===== config.mk =====
export PLATFORM = sky130hd
export DESIGN_NAME = mma_uart_loader
export DESIGN_NICKNAME = d
export VERILOG_FILES = /design/src/rtl/mma_uart_loader.sv
export SDC_FILE = /design/constraint.sdc
export NUM_CORES = 1
export LEC_CHECK = 0
export CAP_MARGIN = 15
export CORE_MARGIN = 5
export CORE_UTILIZATION = 52
export DETAILED_ROUTE_END_ITERATION = 10
export PLACE_DENSITY = 0.79
export SETUP_SLACK_MARGIN = 0.5
export SLEW_MARGIN = 10
export SYNTH_ARGS = -nofsm -noshare
export SYNTH_HDL_FRONTEND = slang
export SYNTH_SLANG_ARGS = --single-unit

===== constraint.sdc =====
create_clock -name clk -period 9.7 [get_ports clk]
set_input_delay 0.97 -clock clk [delete_from_list [all_inputs] [get_ports clk]]
set_output_delay 0.97 -clock clk [all_outputs]
set_load 0.02 [all_outputs]

===== src/rtl/mma_uart_loader.sv =====
// UART command decoder and A/B matrix loader for the MMA core.
// Optional inter-byte timeout is enabled with `define MMA_LOADER_TIMEOUT_EN.
module mma_uart_loader #(
  parameter int MAX_DIM        = 8,
  parameter int ADDR_W         = 6,
  parameter int TIMEOUT_CYCLES = 1000000
) (
  input  logic              clk,
  input  logic              reset,
  input  logic [7:0]        rx_data,
  input  logic              rx_ready,
  input  logic              rx_error,
  input  logic              tx_busy,
  output logic [7:0]        tx_data,
  output logic              tx_begin,
  output logic              wr_en,
  output logic              wr_sel,
  output logic [ADDR_W-1:0] wr_addr,
  output logic [31:0]       wr_data,
  output logic [31:0]       a_rows,
  output logic [31:0]       a_cols,
  output logic [31:0]       b_rows,
  output logic [31:0]       b_cols,
  output logic              a_valid,
  output logic              b_valid,
  output logic              cmd_valid,
  output logic [7:0]        cmd_code,
  output logic              busy
);
  localparam int DIM_W = $clog2(MAX_DIM + 1);

  typedef enum logic [2:0] {IDLE, HDR, DATA, SEND_ACK, SEND_ERR} state_t;
  state_t state, state_next;

  logic [2:0]           hdr_cnt;
  logic [1:0]           byte_cnt;
  logic [55:0]          hdr_sr;
  logic [23:0]          word_sr;
  logic [ADDR_W-1:0]    addr, last_addr;
  logic [31:0]          rows_new, cols_new;
  logic [2*DIM_W-1:0]   elem_cnt;
  logic                 dims_ok, hdr_done, word_done, last_word, timeout_hit;

  // Header fields as they stand once the 8th byte is on rx_data.
  always_comb begin
    rows_new  = hdr_sr[55:24];
    cols_new  = {hdr_sr[23:0], rx_data};
    dims_ok   = (rows_new != '0) && (rows_new <= 32'(MAX_DIM)) &&
                (cols_new != '0) && (cols_new <= 32'(MAX_DIM));
    elem_cnt  = (2*DIM_W)'(rows_new[DIM_W-1:0]) * (2*DIM_W)'(cols_new[DIM_W-1:0]);
    hdr_done  = (state == HDR)  && rx_ready && !rx_error && (hdr_cnt == 3'd7);
    word_done = (state == DATA) && rx_ready && !rx_error && (byte_cnt == 2'd3);
    last_word = word_done && (addr == last_addr);
  end

`ifdef MMA_LOADER_TIMEOUT_EN
  logic [31:0] gap_cnt;
  always_ff @(posedge clk or posedge reset) begin
    if (reset)
      gap_cnt <= '0;
    else if ((state == HDR || state == DATA) && !rx_ready)
      gap_cnt <= gap_cnt + 32'd1;
    else
      gap_cnt <= '0;
  end
  assign timeout_hit = (state == HDR || state == DATA) && !rx_ready &&
                       (gap_cnt >= 32'(TIMEOUT_CYCLES - 1));
`else
  assign timeout_hit = (TIMEOUT_CYCLES < 0);
`endif

  always_ff @(posedge clk or posedge reset) begin
    if (reset) state <= IDLE;
    else       state <= state_next;
  end

  always_comb begin
    state_next = state;
    unique case (state)
      IDLE:     if (rx_ready && (rx_data == 8'h01 || rx_data == 8'h02)) state_next = HDR;
      HDR:      if (rx_error || timeout_hit) state_next = SEND_ERR;
                else if (hdr_done) state_next = dims_ok ? DATA : SEND_ERR;
      DATA:     if (rx_error || timeout_hit) state_next = SEND_ERR;
                else if (last_word) state_next = SEND_ACK;
      SEND_ACK,
      SEND_ERR: if (!tx_busy) state_next = IDLE;
      default:  state_next = IDLE;
    endcase
  end

  assign busy = (state != IDLE);

  always_ff @(posedge clk or posedge reset) begin
    if (reset) begin
      tx_data   <= '0;
      tx_begin  <= 1'b0;
      wr_en     <= 1'b0;
      wr_sel    <= 1'b0;
      wr_addr   <= '0;
      wr_data   <= '0;
      a_rows    <= '0;
      a_cols    <= '0;
      b_rows    <= '0;
      b_cols    <= '0;
      a_valid   <= 1'b0;
      b_valid   <= 1'b0;
      cmd_valid <= 1'b0;
      cmd_code  <= '0;
      hdr_cnt   <= '0;
      byte_cnt  <= '0;
      hdr_sr    <= '0;
      word_sr   <= '0;
      addr      <= '0;
      last_addr <= '0;
    end else begin
      tx_begin  <= 1'b0;
      wr_en     <= 1'b0;
      cmd_valid <= 1'b0;
      case (state)
        IDLE: if (rx_ready) begin
          hdr_cnt  <= '0;
          byte_cnt <= '0;
          if (rx_data == 8'h01) begin
            wr_sel  <= 1'b0;
            a_valid <= 1'b0;
          end else if (rx_data == 8'h02) begin
            wr_sel  <= 1'b1;
            b_valid <= 1'b0;
          end else begin
            cmd_code  <= rx_data;
            cmd_valid <= 1'b1;
          end
        end
        HDR: if (rx_ready && !rx_error) begin
          hdr_sr  <= {hdr_sr[47:0], rx_data};
          hdr_cnt <= hdr_cnt + 3'd1;
          if (hdr_done && dims_ok) begin
            if (wr_sel) begin
              b_rows <= rows_new;
              b_cols <= cols_new;
            end else begin
              a_rows <= rows_new;
              a_cols <= cols_new;
            end
            last_addr <= ADDR_W'(elem_cnt - (2*DIM_W)'(1));
            addr      <= '0;
            byte_cnt  <= '0;
          end
        end
        DATA: if (rx_ready && !rx_error) begin
          word_sr  <= {word_sr[15:0], rx_data};
          byte_cnt <= byte_cnt + 2'd1;
          if (word_done) begin
            wr_en   <= 1'b1;
            wr_addr <= addr;
            wr_data <= {word_sr, rx_data};
            addr    <= addr + ADDR_W'(1);
            if (last_word) begin
              if (wr_sel) b_valid <= 1'b1;
              else        a_valid <= 1'b1;
            end
          end
        end
        SEND_ACK, SEND_ERR: if (!tx_busy) begin
          tx_begin <= 1'b1;
          tx_data  <= (state == SEND_ACK) ? 8'h06 : 8'hAA;
        end
        default: ;
      endcase
    end
  end
endmodule

After elaboration in Yosys (flattened, before gate mapping)
Cells that the tools add are included.
{ "op_classes": {"add_sub_neg": 4, "mul": 1, "order_cmp": 2, "eq_ne": 24, "mux": 48, "bitwise": 4, "n_reduce_logical": 40} }
{ "ops": {"columns": ["cell", "count"], "rows": [
  ["less-or-equal comparator 32 x 4 -> 1 bit, second input constant", 2],
  ["nonzero test 32 bit", 2],
  ["2-to-1 mux 3 bit", 9],
  ["2-to-1 mux 1 bit", 24],
  ["2-to-1 mux 6 bit", 4],
  ["inequality test 2 bit, second input constant", 10],
  ["AND reduction 4 bit", 4],
  ["logical AND 1 bit", 13],
  ["one-hot mux 3 bit (4 select lines)", 1],
  ["one-hot mux 6 bit (2 select lines)", 1],
  ["AND reduction 3 bit", 4],
  ["AND reduction 5 bit", 2],
  ["== test 8 x 1 -> 1 bit, second input constant", 1],
  ["== test 8 x 2 -> 1 bit, second input constant", 1],
  ["2-to-1 mux 2 bit", 4],
  ["2-to-1 mux 8 bit", 1],
  ["AND reduction 8 bit", 1],
  ["nonzero test 2 bit", 4],
  ["AND reduction 7 bit", 1],
  ["adder 6 x 1 -> 6 bit, second input constant", 1],
  ["== test 3 x 2 -> 1 bit, second input constant", 2],
  ["== test 3 bit, second input constant", 2],
  ["== test 6 bit", 1],
  ["multiplier 4 x 4 -> 6 bit", 1],
  ["other kinds (17)", 27]
]} }
{ "totals": {"ff_bits": 288, "input_bits": 13, "out_inout_bits": 189, "wordCells": 144} }

Longest topological paths before layout
Gate-level depths: netlist (run 1).
{ "logic_depth": {"ltp_word": 9, "ltp_mapped": 11} }

Worst setup path before layout (run 1)
Ideal clock, no wire load.
{ "synth_path": {"kind": "in2reg", "from": "input port rx_data[3]", "to": "register last_addr[5]", "t_arrival_ps": 3652, "path_slack_ps": 5923, "stages": 11, "path_buffers": 1, "cell_sequence": "clkbuf_1 nand2_1 ha_1 fa_1 fa_1 inv_1 ha_1 a21o_1 a21oi_1 xnor2_1 mux2_2"} }
{ "synth_between": {"elab_chain_len": 5, "elab_cells_between_ends": 8} }
{ "synth_lines": {"columns": ["element", "line_no", "rtl"], "rows": [
  ["from (decl)", "10", "input logic [7:0] rx_data,"],
  ["parallel branches: the longest is 5 deep, another holds multiplier 4 x 4 -> 6 bit", null, null],
  ["to (signal assigned)", "145", "last_addr <= ADDR_W'(elem_cnt - (2*DIM_W)'(1));"],
  ["to (decl)", "39", "logic [ADDR_W-1:0] addr, last_addr;"]
]} }
Several ways; the timed one is not identified.
A chain may end at the register's enable or synchronous reset.

Worst setup path after layout (run 1)
Same ends and word-level chain as after synthesis.

==> flow_summary.json, run 1 <==
{
  "async_reset_ff_frac": 1.00,
  "crit_arrival_ns": 4.34,
  "relSlewSlack": 0.268,
  "placement.io_buffers": 198,
  "post_dp_cell_area_mm2": 0.0132,
  "reg2reg_slack_ns": 6.44,
  "worstRegToRegCells": 10,
  "final_area_mm2": 0.0142,
  "die_h_um": 156,
  "grt_pass1_wl_mm": 39.8,
  "cts.clk_slew.worst_paths_ns": 0.06,
  "grt_pass1_vias": 7389,
  "syn_inst": 984,
  "hold_viol": 0,
  "clk_latency_ns": 0.53,
  "drt_wl_total_mm": 24.2,
  "required_ns": 10.12,
  "regArea_mm2": 0.00708,
  "synth-main-ff-cell": "dfrtp_1",
  "worst-path-buf-inv": 2,
  "drc": 0,
  "endpoint_kind": "register",
  "vias": 7318,
  "seq_area_frac_synth": 0.641,
  "status": "complete, no violations",
  "critical-path-top-delay-family": "adder cells",
  "worstSetupStartpoint": "rx_data[3]",
  "core_mm2": 0.0210,
  "ir_drop_mv": 0.124,
  "clock_path_buffers": 3,
  "worstMarginPinSlew_ns": 1.09,
  "start_util": 0.527,
  "num_antenna_cells": 0,
  "cts_sinks": 283,
  "syn_area_per_cell_um2": 11.2,
  "maxCapViolations": 0,
  "drive_above_1_share": 0.0945,
  "die-area_mm2": 0.0243,
  "yosys-top-cells-area": "dfrtp_1, nand2_1, mux2_2, and2_1, nor2b_1",
  "cts_tree": "yes",
  "rows": 53,
  "pin_count": 202,
  "synth_edf_count": 0,
  "die_w_um": 156,
  "power-per-cell-area_mw_per_mm2": 218,
  "grt_max_degree": 153,
  "fmax_mhz": 255,
  "antenna_left": 0,
  "crit_type": "input pin to register",
  "r2r-start": "hdr_sr[25]$_DFFE_PP0P_",
  "hold_class": "register to register",
  "cts-resized-gates": 0,
  "multi_input_area_mm2": 0.00367,
  "grt_use_total": 0.200,
  "grt_overflow": 0,
  "path_cells": "clkdlybuf4s50_1 > nand2_1 > ha_1 > fa_1 > fa_1 > inv_1 > ha_1 > a21o_1 > a21oi_1 > xnor2_1 > mux2_2",
  "via_per_inst": 5.01,
  "fin_skew_ns": 0.0115,
  "cts-buffers-inserted": 28,
  "start_kind": "input pin",
  "dp_hpwl_mm": 16.1,
  "cp_max_fo": 11,
  "final-setup-viol-count": 0,
  "report.final.slew_viol_count": 0,
  "syn_area_mm2": 0.0111,
  "antenna_found_initial": 0,
  "min_period_over_period": 0.404,
  "synth_top_cell_by_area": "dfrtp_1",
  "ctsHoldBuffers": 0,
  "rsz0062_at_grt": "false",
  "tns_ns": 0,
  "ys_warn_count": 0,
  "htree_num_levels": 1,
  "post_cts.repair.setup_buffers": 0,
  "rr_endpoint": "last_addr[5]$_DFFE_PP0P_",
  "place_congestion": 0.847,
  "first_pass_iters": 5,
  "cpPeakStageDelay_ns": 0.78,
  "finalCriticalPeriod_ns": 3.92,
  "layout.nets": 1195,
  "ys_seq_elements": 283,
  "ys_types": 49,
  "routedWlPerCell_um": 16.6,
  "worst_path_max_delay_cell": "clkdlybuf4s50_1",
  "synth_top_area_frac": 0.641,
  "clock-root-buffer": "clkbuf_16",
  "cp.depth": 11,
  "area_delta_synth_final_pct": 28.6,
  "crit_path_end": "last_addr[5]$_DFFE_PP0P_",
  "drt_iter0_markers": 384,
  "leakagePower_nw": 7.14,
  "fill_cells": 1567
}
[tightest hold or removal path, cell delays in order, from the launching register on]
cell and delay [ns]:
dfrtp_1 0.34, nand2_1 0.05, nand2_1 0.05
[per-stage QoR]
step | worst slack, ns | cells | hold WS [ns] | util | power (mW)
final | 5.78 | 1460 | 0.463 | 0.678 | 3.11
after global routing | 5.65 | 1460 | 0.479 | 0.678 | 3.26
after CTS | 5.78 | 1460 | 0.463 | 0.678 | 3.14
after detailed placement | 5.23 | 1409 | 0.448 | 0.630 | 1.96
after global placement | 5.29 | 1409 | 0.446 | 0.630 | 1.94
after floorplan | 0.923 | 986 | 0.433 | - | 1.78
[cell usage after synthesis (2+ instances only)]
master	number
mux2_1	4
a21o_1	3
ha_1	13
a21oi_1	10
xnor2_1	12
a31oi_1	5
nor3b_1	2
nand4_1	6
and3_1	3
and2_1	61
o21ai_0	13
buf_6	2
a41oi_1	3
nor2_1	19
nor4_4	2
nor2b_1	60
dfrtp_1	283
inv_1	20
buf_1	3
nand3_1	7
clkbuf_1	35
xor2_1	8
or3_1	3
fa_1	5
mux2_2	48
nand2_1	300
buf_2	8
nor3_1	5
o31ai_1	4
nor4_1	13
buf_4	6
[how the worst min path moves through the flow]
stage                                  from                       to  slack [ns]  cells after the start
floorplan           word_sr[16]$_DFFE_PP0P_  wr_data[24]$_DFFE_PP0P_        0.43                      2
global placement    word_sr[19]$_DFFE_PP0P_  wr_data[27]$_DFFE_PP0P_        0.45                      2
detailed placement  word_sr[19]$_DFFE_PP0P_  wr_data[27]$_DFFE_PP0P_        0.45                      2
CTS                 word_sr[19]$_DFFE_PP0P_  wr_data[27]$_DFFE_PP0P_        0.46                      2
global route        word_sr[22]$_DFFE_PP0P_  wr_data[30]$_DFFE_PP0P_        0.48                      2
finish              word_sr[19]$_DFFE_PP0P_  wr_data[27]$_DFFE_PP0P_        0.46                      2
[logic make-up (layout without fill, tap and decap cells)]
logic type | after synthesis | count (layout) | synth area share
xor+xnor | 20 | 20 | 0.0158
compound gates | 44 | 44 | 0.0251
mux | 53 | 53 | 0.0539
flops | 283 | 283 | 0.641
simple gates | 491 | 491 | 0.211
other cells | 1 | 3 | 0.000339
buf+inv | 74 | 273 | 0.0294
fa+ha+maj | 18 | 18 | 0.0238
[where the power goes]
group	total [mW]	switching [mW]	internal, mW
registers	1.40	0.116	1.29
logic	0.540	0.311	0.230
clock network	1.16	0.451	0.711
total	3.11	0.877	2.23
[routing by layer]
metal  routed length [um]  share of wire  vias to the layer above  track usage
li1                     -              -                     3508            -
met1                10300           0.43                     3589        0.274
met2                12100           0.50                      182        0.339
met3                 1270          0.052                       39       0.0338
met4                  517          0.021                        0       0.0496
met5                    0              0                        -            0
[registers in the layout, summed over array words and instances, names as in the netlist, 6 cells and up]
signal and cells:
a_rows 32, wr_addr 6, a_cols 32, addr 6
word_sr 24, wr_data 32, last_addr 6, b_rows 32
b_cols 32, cmd_code 8, hdr_sr 56
[layout make-up]
cell class                      instances  area share
Sequential cell                       283       0.498
Clock inverter                         15      0.0158
Inverter                               20     0.00581
Clock buffer                           36      0.0557
Tap cell                              275      0.0242
Timing Repair Buffer                  202       0.142
Multi-Input combinational cell        629       0.258
[layout by cell type, fill, tap and decap left out, types with 4 or more instances in the layout]
master / synthesis / layout
mux2_1: 4 / 4
mux2_2: 48 / 48
a21oi_1: 10 / 10
fa_1: 5 / 5
inv_1: 20 / 19
nand4_1: 6 / 6
a31oi_1: 5 / 5
clkdlybuf4s50_1: 0 / 198
o21ai_0: 13 / 13
ha_1: 13 / 13
o31ai_1: 4 / 4
nor3_1: 5 / 5
nor4_1: 13 / 13
bufinv_16: 0 / 5
xor2_1: 8 / 8
nor2b_1: 60 / 60
nand3_1: 7 / 5
xnor2_1: 12 / 12
and2_1: 61 / 61
clkbuf_8: 0 / 4
clkbuf_16: 0 / 29
nand2_1: 300 / 300
nor2_1: 19 / 19
dfrtp_1: 283 / 283
clkinvlp_4: 0 / 8
Power figures use the tool's default switching activity.
==> run 2, diff against run 1 <==
- CORE_UTILIZATION: 52 -> 47
- PLACE_DENSITY: 0.79 -> 0.76
- clock period: 9.7 -> 3.45 ns (I/O delays scaled with it)
==> run 2 against run 1 <==
Against the previous run:
- utilization down 5.7 points
- power rose to 2.9 times the previous value
- clock power rose to 2.9 times the previous value
- sequential share of layout area down 0.98 points
- worst setup slack worse by 5.2 ns
- worst hold slack worse by 0.36 ns
- via count up 1.6%
- routed wire length up 3.8%
- non-clock buffer count up 17
- count of clock-buffer cells in the layout up 7
- final cell count up 4.3%
==> flow_summary.json, run 2 (synthesized netlist as in run 1, its figures left out) <==
{
  "final-setup-viol-count": 0,
  "endpoint_kind": "register",
  "crit_type": "register to register",
  "antenna_found_initial": 1,
  "pin_count": 202,
  "r2r-start": "hdr_sr[25]$_DFFE_PP0P_",
  "layout.nets": 1214,
  "ir_drop_mv": 0.461,
  "grt_pass1_wl_mm": 41.1,
  "start_util": 0.474,
  "clock-root-buffer": "clkbuf_16",
  "required_ns": 3.87,
  "power-per-cell-area_mw_per_mm2": 618,
  "hold_class": "input pin to async pin",
  "htree_num_levels": 1,
  "cts_tree": "yes",
  "fin_skew_ns": 0.0119,
  "core_mm2": 0.0233,
  "drc": 0,
  "final_area_mm2": 0.0145,
  "drive_above_1_share": 0.111,
  "clk_latency_ns": 0.54,
  "start_kind": "register",
  "pre_cts_slack_ns": 0.0362,
  "relSlewSlack": 0.519,
  "min_period_over_period": 0.821,
  "status": "complete, no violations",
  "clock_path_buffers": 3,
  "rr_endpoint": "last_addr[5]$_DFFE_PP0P_",
  "first_pass_iters": 4,
  "cts_sinks": 283,
  "cp_max_fo": 5,
  "top_register": "hdr_sr",
  "layout_common_cells": "nand2_1, dfrtp_1, clkdlybuf4s50_1, and2_1, nor2b_1",
  "worstMarginPinSlew_ns": 0.721,
  "dp_hpwl_mm": 17.0,
  "final_common_cell": "nand2_1",
  "rows": 56,
  "rsz0062_at_grt": "false",
  "place_congestion": 0.809,
  "final_util": 0.622,
  "dp.cells": 1468,
  "worstRegToRegCells": 10,
  "report.final.slew_viol_count": 0,
  "die_w_um": 163,
  "area_delta_synth_final_pct": 31.2,
  "leakagePower_nw": 7.29,
  "fin_cells": 1523,
  "placement.io_buffers": 198,
  "drt_iter0_markers": 578,
  "antenna_left": 0,
  "drt_wl_total_mm": 25.1,
  "cts.clk_slew.worst_paths_ns": 0.06,
  "finalCriticalPeriod_ns": 2.83,
  "tns_ns": 0,
  "fmax_mhz": 353,
  "grt_max_degree": 118,
  "die_h_um": 163,
  "fin_ws_ns": 0.617,
  "post_dp_cell_area_mm2": 0.0134,
  "grt_overflow": 0,
  "grt_use_total": 0.191,
  "crit_arrival_ns": 3.26,
  "grt_pass1_vias": 7488,
  "reg2reg_slack_ns": 0.62,
  "hold_viol": 0,
  "num_antenna_cells": 0,
  "routedWlPerCell_um": 16.5,
  "die-area_mm2": 0.0267,
  "via_per_inst": 4.88,
  "maxCapViolations": 0,
  "largest_register_ffs": 56,
  "vias": 7436,
  "cts-buffers-inserted": 30
}
==> run 2: report_power, final <==
part	internal (mW)	switching [mW]
sequential	3.62	0.293
clock	2.15	1.25
combinational	0.714	0.934
total	6.49	2.48
==> run 2: final cells by class <==
cell class              count  area [um^2]
fillers                  1838         8830
flip-flops and latches    283         7080
multi-input cells         629         3690
repair buffers            219         2180
clock buffers              43          891
well taps                 319          399
clock inverters            10          175
inverters                  20         78.8
==> run 2: metal layers <==
metal	global-route usage	part of all wire	up-vias
li1	-	-	3558
met2	0.313	0.50	165
met4	0.0614	0.031	2
met5	0	0.00052	-
met1	0.265	0.43	3660
met3	0.0285	0.046	51
==> run 2: worst max path at each step <==
stage	start	endpoint	slack, ns	cells past startpoint
floorplan	reset	a_cols[0]$_DFFE_PP0P_	-0.64	1
global route	hdr_sr[25]$_DFFE_PP0P_	last_addr[5]$_DFFE_PP0P_	0.50	10
detailed placement	rx_data[2]	last_addr[5]$_DFFE_PP0P_	0.04	12
CTS	hdr_sr[25]$_DFFE_PP0P_	last_addr[5]$_DFFE_PP0P_	0.52	10
finish	hdr_sr[25]$_DFFE_PP0P_	last_addr[5]$_DFFE_PP0P_	0.62	10
global placement	rx_data[2]	last_addr[5]$_DFFE_PP0P_	0.09	12
==> run 2: worst max-delay path, cell delays in order (launching register included) <==
cell and delay (ns):
dfrtp_2 0.44, nand2_2 0.10, ha_4 0.20, fa_1 0.50, fa_1 0.51, inv_1 0.06, ha_4 0.25, a21o_1 0.19
a21oi_2 0.13, xnor2_1 0.08, mux2_2 0.25
==> run 2: repair_timing <==
item	4_1_cts	5_1_grt
resized for setup	1	4
pin swaps	0	3
setup buffers	0	2
hold buffers	0	0
setup endpoints to repair	1	1
==> run 2: metrics by stage <==
stage	total power, mW	hold WS, ns
6_report	8.96	0.102
5_1_grt	9.45	0.103
4_1_cts	9.03	0.0798
3_5_place_dp	5.59	0.453
3_3_place_gp	5.51	0.447
2_1_floorplan	5.04	0.418
